### config.mk
export PLATFORM = sky130hd
export DESIGN_NAME = uart_tx_fifo
export DESIGN_NICKNAME = d
export VERILOG_FILES = /design/src/rtl/uart_tx_fifo.sv
export SDC_FILE = /design/constraint.sdc
export NUM_CORES = 1
export LEC_CHECK = 0
export BUFFER_PORTS_ARGS = -buffer_cell sky130_fd_sc_hd__buf_2
export CAP_MARGIN = 25
export CORE_UTILIZATION = 35
export CTS_CLUSTER_SIZE = 25
export DETAILED_ROUTE_END_ITERATION = 8
export HOLD_SLACK_MARGIN = 0.1
export PLACE_DENSITY = 0.54
export SLEW_MARGIN = 40
export SYNTH_ARGS = -nofsm -noshare
export SYNTH_HDL_FRONTEND = slang
export SYNTH_SLANG_ARGS = --single-unit
### constraint.sdc
create_clock -name clk_i -period 2.48 [get_ports clk_i]
set_input_delay 0 -clock clk_i [delete_from_list [all_inputs] [get_ports clk_i]]
set_output_delay 0 -clock clk_i [all_outputs]
set_load 0.1 [all_outputs]
### src/rtl/uart_tx_fifo.sv
// Transmit FIFO feeding uart_core: buffers CPU-written bytes and issues them
// one at a time with a guard window after each strobe.
module uart_tx_fifo #(
  parameter int DATA_W       = 8,
  parameter int DEPTH_LOG2   = 4,
  parameter int GUARD_CYCLES = 2
) (
  input  logic                  clk_i,
  input  logic                  rst_i,
  input  logic                  rst_soft_i,
  input  logic                  wr_en_i,
  input  logic [DATA_W-1:0]     wr_data_i,
  output logic                  full_o,
  output logic                  empty_o,
  output logic [DEPTH_LOG2:0]   level_o,
  output logic                  overflow_o,
  input  logic                  ovf_clr_i,
  input  logic                  tx_en_i,
  input  logic                  tx_ready_i,
  output logic [DATA_W-1:0]     tx_data_o,
  output logic                  tx_write_o
);

  localparam int DEPTH = 1 << DEPTH_LOG2;
  localparam int CNT_W = (GUARD_CYCLES > 1) ? $clog2(GUARD_CYCLES) : 1;
  localparam logic [CNT_W-1:0]    GUARD_INIT = CNT_W'(GUARD_CYCLES - 1);
  localparam logic [CNT_W-1:0]    GUARD_ONE  = CNT_W'(1);
  localparam logic [DEPTH_LOG2:0] FULL_LVL   = {1'b1, {DEPTH_LOG2{1'b0}}};
  localparam logic [DEPTH_LOG2:0] LVL_ONE    = {{DEPTH_LOG2{1'b0}}, 1'b1};

  typedef enum logic [1:0] {S_IDLE, S_ISSUE, S_GUARD, S_WAIT} state_e;

  logic [DATA_W-1:0]     mem_q [DEPTH];
  logic [DEPTH_LOG2-1:0] wptr_q, rptr_q;
  logic [DEPTH_LOG2:0]   level_q, level_d;
  logic                  full_q, empty_q, ovf_q, tx_write_q;
  logic [DATA_W-1:0]     tx_data_q;
  logic [CNT_W-1:0]      guard_q;
  state_e                state_q;

  logic srst, push, issue;

  assign srst  = rst_i | rst_soft_i;
  // full_q is the pre-edge flag, so a push racing a pop while full is refused.
  assign push  = wr_en_i & ~full_q;
  assign issue = (state_q == S_IDLE) & tx_en_i & ~empty_q & tx_ready_i;

  always_comb begin
    level_d = level_q;
    case ({push, issue})
      2'b10:   level_d = level_q + LVL_ONE;
      2'b01:   level_d = level_q - LVL_ONE;
      default: level_d = level_q;
    endcase
  end

  always_ff @(posedge clk_i) begin
    if (push && !srst) begin
      mem_q[wptr_q] <= wr_data_i;
    end
  end

  always_ff @(posedge clk_i) begin
    if (srst) begin
      wptr_q     <= '0;
      rptr_q     <= '0;
      level_q    <= '0;
      full_q     <= 1'b0;
      empty_q    <= 1'b1;
      ovf_q      <= 1'b0;
      tx_write_q <= 1'b0;
      tx_data_q  <= '0;
      guard_q    <= '0;
      state_q    <= S_IDLE;
    end else begin
      if (push) wptr_q <= wptr_q + 1'b1;
      if (issue) rptr_q <= rptr_q + 1'b1;
      level_q <= level_d;
      full_q  <= (level_d == FULL_LVL);
      empty_q <= (level_d == '0);

      if (wr_en_i && full_q) begin
        ovf_q <= 1'b1;
      end else if (ovf_clr_i) begin
        ovf_q <= 1'b0;
      end

      tx_write_q <= 1'b0;
      case (state_q)
        S_IDLE: begin
          // The byte is latched and popped on the same edge the strobe rises.
          if (issue) begin
            tx_data_q  <= mem_q[rptr_q];
            tx_write_q <= 1'b1;
            state_q    <= S_ISSUE;
          end
        end
        S_ISSUE: begin
          guard_q <= GUARD_INIT;
          state_q <= S_GUARD;
        end
        S_GUARD: begin
          // Leave as the count reaches zero so back-to-back strobes sit
          // GUARD_CYCLES+2 cycles apart when the core is always ready.
          if (guard_q <= GUARD_ONE) begin
            state_q <= S_WAIT;
          end else begin
            guard_q <= guard_q - 1'b1;
          end
        end
        S_WAIT: begin
          if (tx_ready_i) state_q <= S_IDLE;
        end
        default: state_q <= S_IDLE;
      endcase
    end
  end

  assign full_o     = full_q;
  assign empty_o    = empty_q;
  assign level_o    = level_q;
  assign overflow_o = ovf_q;
  assign tx_data_o  = tx_data_q;
  assign tx_write_o = tx_write_q;

endmodule

### Word-level counts from Yosys, hierarchy flattened

Memory sizes are Yosys's and may differ from the RTL's. A register that Yosys moved wholly into a read port is not among the register bits.
Index checks and enable logic that the tools add are counted.

* output and inout port bits: 17
* memory bits (writable): 128
* memories kept: 1
* input port bits: 15
* bits in registers: 20
* word-level logic and storage cells: 57

* reduce and logical (&&, ||, !) cells: 11
* add/sub/neg operators: 5
* bitwise operators: 8
* eq/ne operators: 10
* multiplexer cells: 12
* $lt $le $gt $ge: 1

Memories
* mem_q: words 16, width 8, rd ports 1, clocked after Yosys merged registers in 1, wr ports 1, line 33 `logic [DATA_W-1:0] mem_q [DEPTH];`

Operators with widths (count)
* $pmux W5 S2: 1
* $add A4 B1 Y4 const B: 2
* $ne A2 B2 Y1 const B: 4
* $pmux W2 S4: 1
* $eq A2 B2 Y1 const B: 3
* $mux W1: 6
* $mux W2: 3
* $add A5 B1 Y5 const B: 1
* $eq A5 B5 Y1 const B: 1
* $logic_not A5 Y1: 1
* $sub A5 B1 Y5 const B: 1
* $and A1 B1 Y1: 4
* $eq A2 B1 Y1 const B: 2
* $reduce_and A2 Y1: 2
* $reduce_bool A2 Y1: 2
* $not A1 Y1: 3
* $reduce_and A3 Y1: 1
* $logic_and A1 B1 Y1: 2
* $logic_not A2 Y1: 1
* $pmux W1 S2: 1
* $reduce_or A2 Y1: 1
* $le A1 B1 Y1 const B: 1
* $logic_not A1 Y1: 1
* $or A1 B1 Y1: 1
* $sub A1 B1 Y1 const B: 1

### Longest topological paths before layout

Gate-level depths: netlist of the first run.

* depth after elaboration: 7
* gate-level depth with buffers: 12
* depth with buffers taken out: 12

### Worst setup path after synthesis of the first run

Ideal clock, no wire load.

* path type: register -> register
* from: register empty_q, in the netlist empty_o
* to: register empty_q, in the netlist empty_o
* data required time: 2355 ps
* path slack: -351 ps
* data arrival time: 2706 ps
* period minus slack after synthesis: 2831 ps
* setup time: 125 ps
* cell stages (with the launch flop): 9
* path buffers: 0
* cell sequence: dfxtp_1 nand4b_1 clkinv_1 ha_1 o311ai_0 o21ai_1 nor4b_1 o311ai_1 o21ai_1

* word-level cells in the longest chain between the ends: 6
* elaborated cells between the ends (all ways): 7
* those cells by class: 2 x eq/ne; 1 x mux; 3 x bitwise; 1 x reduce/logical

Ends and longest elaborated chain
* from (decl): line 36 `logic full_q, empty_q, ovf_q, tx_write_q;`
* from (signal assigned): line 80 `empty_q <= (level_d == '0);`
* $not A1 Y1 *: line 46 `assign issue = (state_q == S_IDLE) & tx_en_i & ~empty_q & tx_ready_i;`
* $and A1 B1 Y1 * (2 in series): line 46
* $eq A2 B1 Y1 or $eq A2 B2 Y1 (tied branches): line 50 `case ({push, issue})`
* $pmux W5 S2 *: line 50
* $logic_not A5 Y1 *: line 80

Every way passes the cells marked *; elsewhere a longest branch is shown, timed or not.
A chain may end at the register's enable or synchronous reset.

### Worst setup path in the final report of the first run

* from: register state_q[0]
* to: register empty_q, in the netlist empty_o

* word-level cells in the longest chain between the ends: 7
* elaborated cells between the ends (all ways): 8
* those cells by class: 2 x eq/ne; 1 x mux; 3 x bitwise; 2 x reduce/logical

Ends and longest elaborated chain
* from (decl): line 39 `state_e state_q;`
* from (signal assigned): line 74 `state_q <= S_IDLE;`
* from (signal assigned): line 95 `state_q <= S_ISSUE;`
* from (signal assigned): line 100 `state_q <= S_GUARD;`
* $logic_not A2 Y1 *: line 46
* $and A1 B1 Y1 * (3 in series): line 46
* $eq A2 B1 Y1 or $eq A2 B2 Y1 (tied branches): line 50
* $pmux W5 S2 *: line 50
* $logic_not A5 Y1 *: line 80

Marks and branches as above.

==> out/results.ini, run 1 <==
[placement]
io_buffers = 31
hpwlAfterDp_mm = 8.33
finalWeightedCongestion = 0.805

[synthesis]
yosys.area.top_type = edfxtp_1
synth_edf_count = 128
yosysMostFrequentCell = edfxtp_1
avgSynthCellArea_um2 = 17.7
netlist_area_um2 = 6350
syn_inst = 360
ys.flop_type = edfxtp_1
syn_nets = 387
async_flop_share_pct = 0
synthTopCellsByArea = edfxtp_1 60%, mux4_2 9.2%, dfxtp_1 8.5%
ys_seq_elements = 155
synthDistinctLibCells = 43
ys_warn_count = 0
synth.top_cells.by_count = 128 x edfxtp_1, 28 x nor2_1, 27 x dfxtp_1
yosysSeqAreaShare_pct = 69.0
synth_top_cell_area_share_pct = 60.5

[floorplanning]
die_area_um2 = 18700
rows = 48
pin_count = 32
initial_core_util_pct = 36.2
coreArea_um2 = 17500
die_x_um = 137
die_h_um = 137

[timing]
hold_viol = 0
max_freq_ghz = 0.421
worst_pin_slew_ns = 0.622
holdWs_ns = 0.135
fin_crit_sh_pct = 95.7
drv_slew = 0
finalSetupViolations = 0
maxSlewHeadroom_pct = 58.5
period_minus_slack_ns = 2.37
final.setup_skew_ns = 0.00756

[grt]
use_met3_pct = 4.41
grt_pass1_vias = 3445
grt_usage_pct = 14.4
use_met1_pct = 18.8
grt_first_pass_wirelength_mm = 19.2
top_usage_layer = met2
grtUsageMet2_pct = 23.0
grt_max_degree = 36
grt_overflow = 0
antenna_found_initial = 0

[clock_network]
clk_path_buf_depth = 2
cts.clk_slew.worst_paths_ns = 0.06
worstSkewPairLatency_ns = 0.42
cts_root_buf = clkbuf_16
cts.sinks = 155
cts_tree = done
cts-htree-levels = 4
cts-buffers-inserted = 17

[flow_run]
maxCapViolations = 0

[power_and_ir_drop]
netSwitchingFraction_pct = 22.2
p_comb_share_pct = 3.2
clock_power_share_pct = 45.7
powerDensity_nw_per_um2 = 730
p_int_uw = 4310
pwr-share-seq_pct = 51.2
p_total_uw = 5530
p_leak_uw = 0.00258
net-switching-power_uw = 1230
irDropWorstVdd_v = 0.000452

[cells_and_area]
area_growth_syn_to_layout_pct = 19.2
fill_cells = 1566
n_antenna_cell = 0
nets = 454
layout-drive-gt1-share_pct = 28.6

[setup_path]
cp_top_family = simple AND/OR/NAND/NOR gates
critPathArrivalTime_ns = 2.67
end_kind = flip-flop
cp_max_fo = 4
cp_num_buf_inv = 3
ff2ff_path_depth = 13
crit_path_start_kind = flip-flop
critPathKind = reg2reg
critical_path_depth = 13
slowest_delay_ns = 0.34
worstPathRequired_ns = 2.78
critPathSlowestCell = dfxtp_2
path_cells = inv_1, ha_1, nand4b_1, clkinv_2, nand2_2, xnor2_1, ha_1, a21oi_2, o31ai_1, nand4_1, buf_4, xnor2_1, o21ai_1

[outcome]
status = finished clean

[drt]
drt_pre_antenna_iters = 4
wl_per_cell_um = 18.4
drc = 0
vias_per_cell = 4.94
drt.antenna.violating_nets = 0
drtIter0Drc = 235
wl_mm = 12.3
vias = 3284

[worst_hold_path]
hp-class = in2reg
whs_path_depth = 3

==> power by group through the flow <==
stage                     clock network, uW  logic, uW  registers [uW]
after floorplan                           0       71.7            2910
after global placement                    0        154            2890
after detailed placement                  0        160            2890
after CTS                              2590        175            2830
after global routing                   2690        191            2830
final                                  2530        175            2830
==> state kept, by name (all words and copies together) (netlist names) <==
signal / flops
mem_q: 128
tx_data_o: 8
level_o: 5
rptr_q: 4
wptr_q: 4
state_q: 2
empty_o: 1
full_o: 1
overflow_o: 1
tx_write_o: 1
==> through the flow <==
step | setup TNS, ns | area, um2 | std cells | util [%] | worst slack (ns)
final | 0 | 7580 | 665 | 43.2 | 0.106
after CTS | 0 | 7540 | 664 | 43.0 | 0.0177
after global placement | 0 | 6830 | 619 | 38.9 | 0.114
after global routing | -0.0274 | 7580 | 665 | 43.2 | -0.0218
after detailed placement | -0.0916 | 6830 | 619 | 38.9 | -0.0494
after floorplan | 0 | 6360 | 360 | - | 0.0626
==> layer usage <==
| layer | share of wire (%) | vias to the layer above |
|---|---|---|
| met5 | 0 | - |
| met1 | 48 | 1667 |
| met4 | 0.78 | 0 |
| li1 | - | 1546 |
| met3 | 3.5 | 8 |
| met2 | 48 | 63 |
==> worst min-delay path, stage by stage <==
cell	delay (ns)
buf_2	0.08
or2_2	0.35
a21oi_1	0.07
==> final cells by class <==
class                   instances  area, um2  share of cell area (%)
clock buffers                  17        425                    5.62
clock inverters                15        158                    2.08
inverters                       8       31.3                   0.413
multi-input cells             177       1800                    23.7
flip-flops and latches        155       4390                    58.0
well taps                     225        282                    3.72
repair buffers                 68        490                    6.47
==> kinds of logic (layout without fill, tap and decap cells) <==
kind of cell             Yosys count  in the layout  synth area share [%]
flip-flops                       155            155                  69.0
AND/OR/NAND/NOR                   91             91                  6.67
multiplexers                      42             42                  15.3
buffers and inverters             28            108                  3.11
AO/OA/AOI/OAI                     21             21                  2.03
adder cells (fa/ha/maj)           12             12                  2.36
XOR/XNOR                          11             11                  1.52
==> repair_timing <==
action | in CTS | in global routing
pin swaps | 1 | 4
endpoints found under the hold margin | 136 | 0
hold buffers | 13 | 0
cloned | 0 | 0
gates resized for setup | 2 | 7
setup endpoints to repair | 2 | 3
setup buffers | 0 | 1
==> placed cells by master, fill, tap and decap left out, types with 3 or more instances in the layout <==
| cell | count |
|---|---|
| edfxtp_1 | 128 |
| buf_2 | 31 |
| nor2_1 | 28 |
| mux4_2 | 26 |
| nand2_1 | 24 |
| dfxtp_1 | 22 |
| buf_4 | 22 |
| clkbuf_16 | 17 |
| mux4_1 | 14 |
| nand3_1 | 13 |
| dlygate4sd3_1 | 13 |
| ha_1 | 10 |
| a21oi_1 | 8 |
| inv_1 | 6 |
| xnor2_1 | 6 |
| nor3_1 | 5 |
| xor2_1 | 5 |
| inv_8 | 5 |
| nor2b_1 | 4 |
| nand2b_1 | 4 |
| clkinv_4 | 4 |
| dfxtp_2 | 4 |
| nand4_1 | 3 |
==> path summary, 6_finish.rpt <==
path	startpoint	endpoint	slack, ns
setup reg to reg	state_q[0]$_SDFFE_PP0P_	empty_o$_SDFF_PP1_	0.11
setup / recovery	state_q[0]$_SDFFE_PP0P_	empty_o$_SDFF_PP1_	0.11
hold reg to reg	tx_data_o[2]$_SDFFE_PP0P_	tx_data_o[2]$_SDFFE_PP0P_	0.46
hold / removal	rst_soft_i	level_o[2]$_SDFF_PP0_	0.13
Power figures use the tool's default switching activity.
==> run 2: changes to the inputs <==
--- a/config.mk
+++ b/config.mk
@@ -7,11 +7,11 @@
 export LEC_CHECK = 0
 export BUFFER_PORTS_ARGS = -buffer_cell sky130_fd_sc_hd__buf_2
 export CAP_MARGIN = 25
-export CORE_UTILIZATION = 35
+export CORE_UTILIZATION = 60
 export CTS_CLUSTER_SIZE = 25
 export DETAILED_ROUTE_END_ITERATION = 8
 export HOLD_SLACK_MARGIN = 0.1
-export PLACE_DENSITY = 0.54
+export PLACE_DENSITY = 0.8
 export SLEW_MARGIN = 40
 export SYNTH_ARGS = -nofsm -noshare
 export SYNTH_HDL_FRONTEND = slang
==> constraint.sdc (replaced) <==
create_clock -name clk_i -period 2.63 [get_ports clk_i]
set_input_delay 0 -clock clk_i [delete_from_list [all_inputs] [get_ports clk_i]]
set_output_delay 0 -clock clk_i [all_outputs]
set_load 0.1 [all_outputs]
==> out/results.ini, run 2 (synthesis results as in run 1) <==
[timing]
maxSlewHeadroom_pct = 44.7
worst_pin_slew_ns = 0.826
setup_ws_ns = 0.149
fin_crit_sh_pct = 94.3
drv_slew = 0
period_minus_slack_ns = 2.48
max_freq_ghz = 0.403
holdWs_ns = 0.289
finalSetupViolations = 0
hold_viol = 0
fin_setup_tns_ns = 0
final.setup_skew_ns = 0.0116
grt_setup_unrepaired = false

[floorplanning]
initial_core_util_pct = 61.8
coreArea_um2 = 10300
rows = 37
die_x_um = 105
die_area_um2 = 11000
die_h_um = 105
pin_count = 32

[drt]
wl_per_cell_um = 22.9
vias_per_cell = 6.02
drtIter0Drc = 293
drc = 0
vias = 3433
drt_pre_antenna_iters = 5
drt.antenna.violating_nets = 0
wl_mm = 13.1

[grt]
grtUsageMet2_pct = 42.4
grt_overflow = 0
top_usage_layer = met2
grt_max_degree = 36
antenna_found_initial = 0
use_met1_pct = 34.5
grt_pass1_vias = 3547
use_met3_pct = 5.86
grt_first_pass_wirelength_mm = 20.4
grt_usage_pct = 26.3

[clock_network]
post_cts_buffers = 0
worstSkewPairLatency_ns = 0.53
cts.clk_slew.worst_paths_ns = 0.07
cts_root_buf = clkbuf_8
clk_path_buf_depth = 2
cts_tree = done
cts.sinks = 155
cts-buffers-inserted = 17
cts-htree-levels = 4

[placement]
io_buffers = 31
pre_cts_slack_ns = 0.157
finalWeightedCongestion = 0.845
hpwlAfterDp_mm = 7.39

[worst_hold_path]
whs_path_depth = 4
hp-class = in2reg
hold_path_end = overflow_o$_SDFFE_PP0P_
min_from = ovf_clr_i

[setup_path]
critPathKind = reg2reg
regToRegEndpoint = full_o$_SDFF_PP0_
cp_max_fo = 4
crit_path_start_kind = flip-flop
regToRegSetupSlack_ns = 0.15
r2r-start = state_q[0]$_SDFFE_PP0P_
ff2ff_path_depth = 12
critPathArrivalTime_ns = 2.92
end_kind = flip-flop
worstPathRequired_ns = 3.07

[cells_and_area]
final_cell_mix = 128 x edfxtp_1, 31 x buf_2, 27 x nor2_1
regMostFlops = mem_q
nets = 448
layout-drive-gt1-share_pct = 25.3
n_antenna_cell = 0
largest_reg_flops = 128
final_common_cell = edfxtp_1
area_growth_syn_to_layout_pct = 16.4

[power_and_ir_drop]
p_leak_uw = 0.00255
powerDensity_nw_per_um2 = 715
irDropWorstVdd_v = 0.000584

[outcome]
status = finished clean

[flow_run]
maxCapViolations = 0

==> run 2: changes by cell type in the layout (fill, tap and decap cells not counted), moves of 2 or more <==
cell,delta
buf_4,-8
clkinv_4,-2
dfxtp_1,+2
dlygate4sd3_1,+3
ha_1,+2
inv_6,+4
inv_8,-3
==> run 2: worst max-delay path by stage <==
stage	from	endpoint	cells past startpoint
after CTS	state_q[0]$_SDFFE_PP0P_	empty_o$_SDFF_PP1_	10
after global routing	state_q[0]$_SDFFE_PP0P_	empty_o$_SDFF_PP1_	12
final	state_q[0]$_SDFFE_PP0P_	full_o$_SDFF_PP0_	12
after floorplan	empty_o$_SDFF_PP1_	empty_o$_SDFF_PP1_	8
after detailed placement	state_q[0]$_SDFFE_PP0P_	empty_o$_SDFF_PP1_	10
after global placement	state_q[0]$_SDFFE_PP0P_	empty_o$_SDFF_PP1_	10
==> run 2: repair_timing <==
| action | 4_1_cts | 5_1_grt |
|---|---|---|
| hold endpoints to repair | 155 | 0 |
| resized for setup | 0 | 1 |
| hold buffers | 16 | 0 |
| setup endpoints to repair | 0 | 2 |
==> run 2: area by class of cell <==
class / instances / area, um2
sequential: 155 / 4390
fill: 607 / 2880
multi-input combinational: 177 / 1780
timing repair buffer: 62 / 440
clock buffer: 18 / 418
clock inverter: 14 / 176
tap: 136 / 170
inverter: 8 / 30.0
==> run 2: critical path, cell delays in order (launching register included) <==
cell and delay, ns:
dfxtp_1 0.37, inv_1 0.10, ha_1 0.23, nand4b_1 0.13, clkinv_1 0.13, nand2_2 0.12, inv_1 0.09, ha_1 0.34
inv_1 0.09, o31ai_1 0.26, nand4_1 0.19, xor2_1 0.20, nor3_1 0.17
==> run 2: metrics by stage <==
step                      util, %  power, uW  cells  area, um2
after floorplan                 -       2810    360       6360
after global placement       64.6       2860    522       6640
after detailed placement     64.6       2870    522       6640
after CTS                    72.0       5310    570       7400
after global routing         72.0       5430    570       7400
final                        72.0       5290    570       7400
==> run 2: metal layers <==
metal | share of wire (%) | vias to the layer above
li1 | - | 1537
met1 | 41 | 1719
met2 | 51 | 151
met3 | 5.8 | 26
met4 | 2.4 | 0
met5 | 0 | -
==> run 2: report_power, final <==
part,internal (uW),switching [uW]
Clock,1390,1060
Combinational,59.9,109
Sequential,2660,6.86
Total,4120,1170
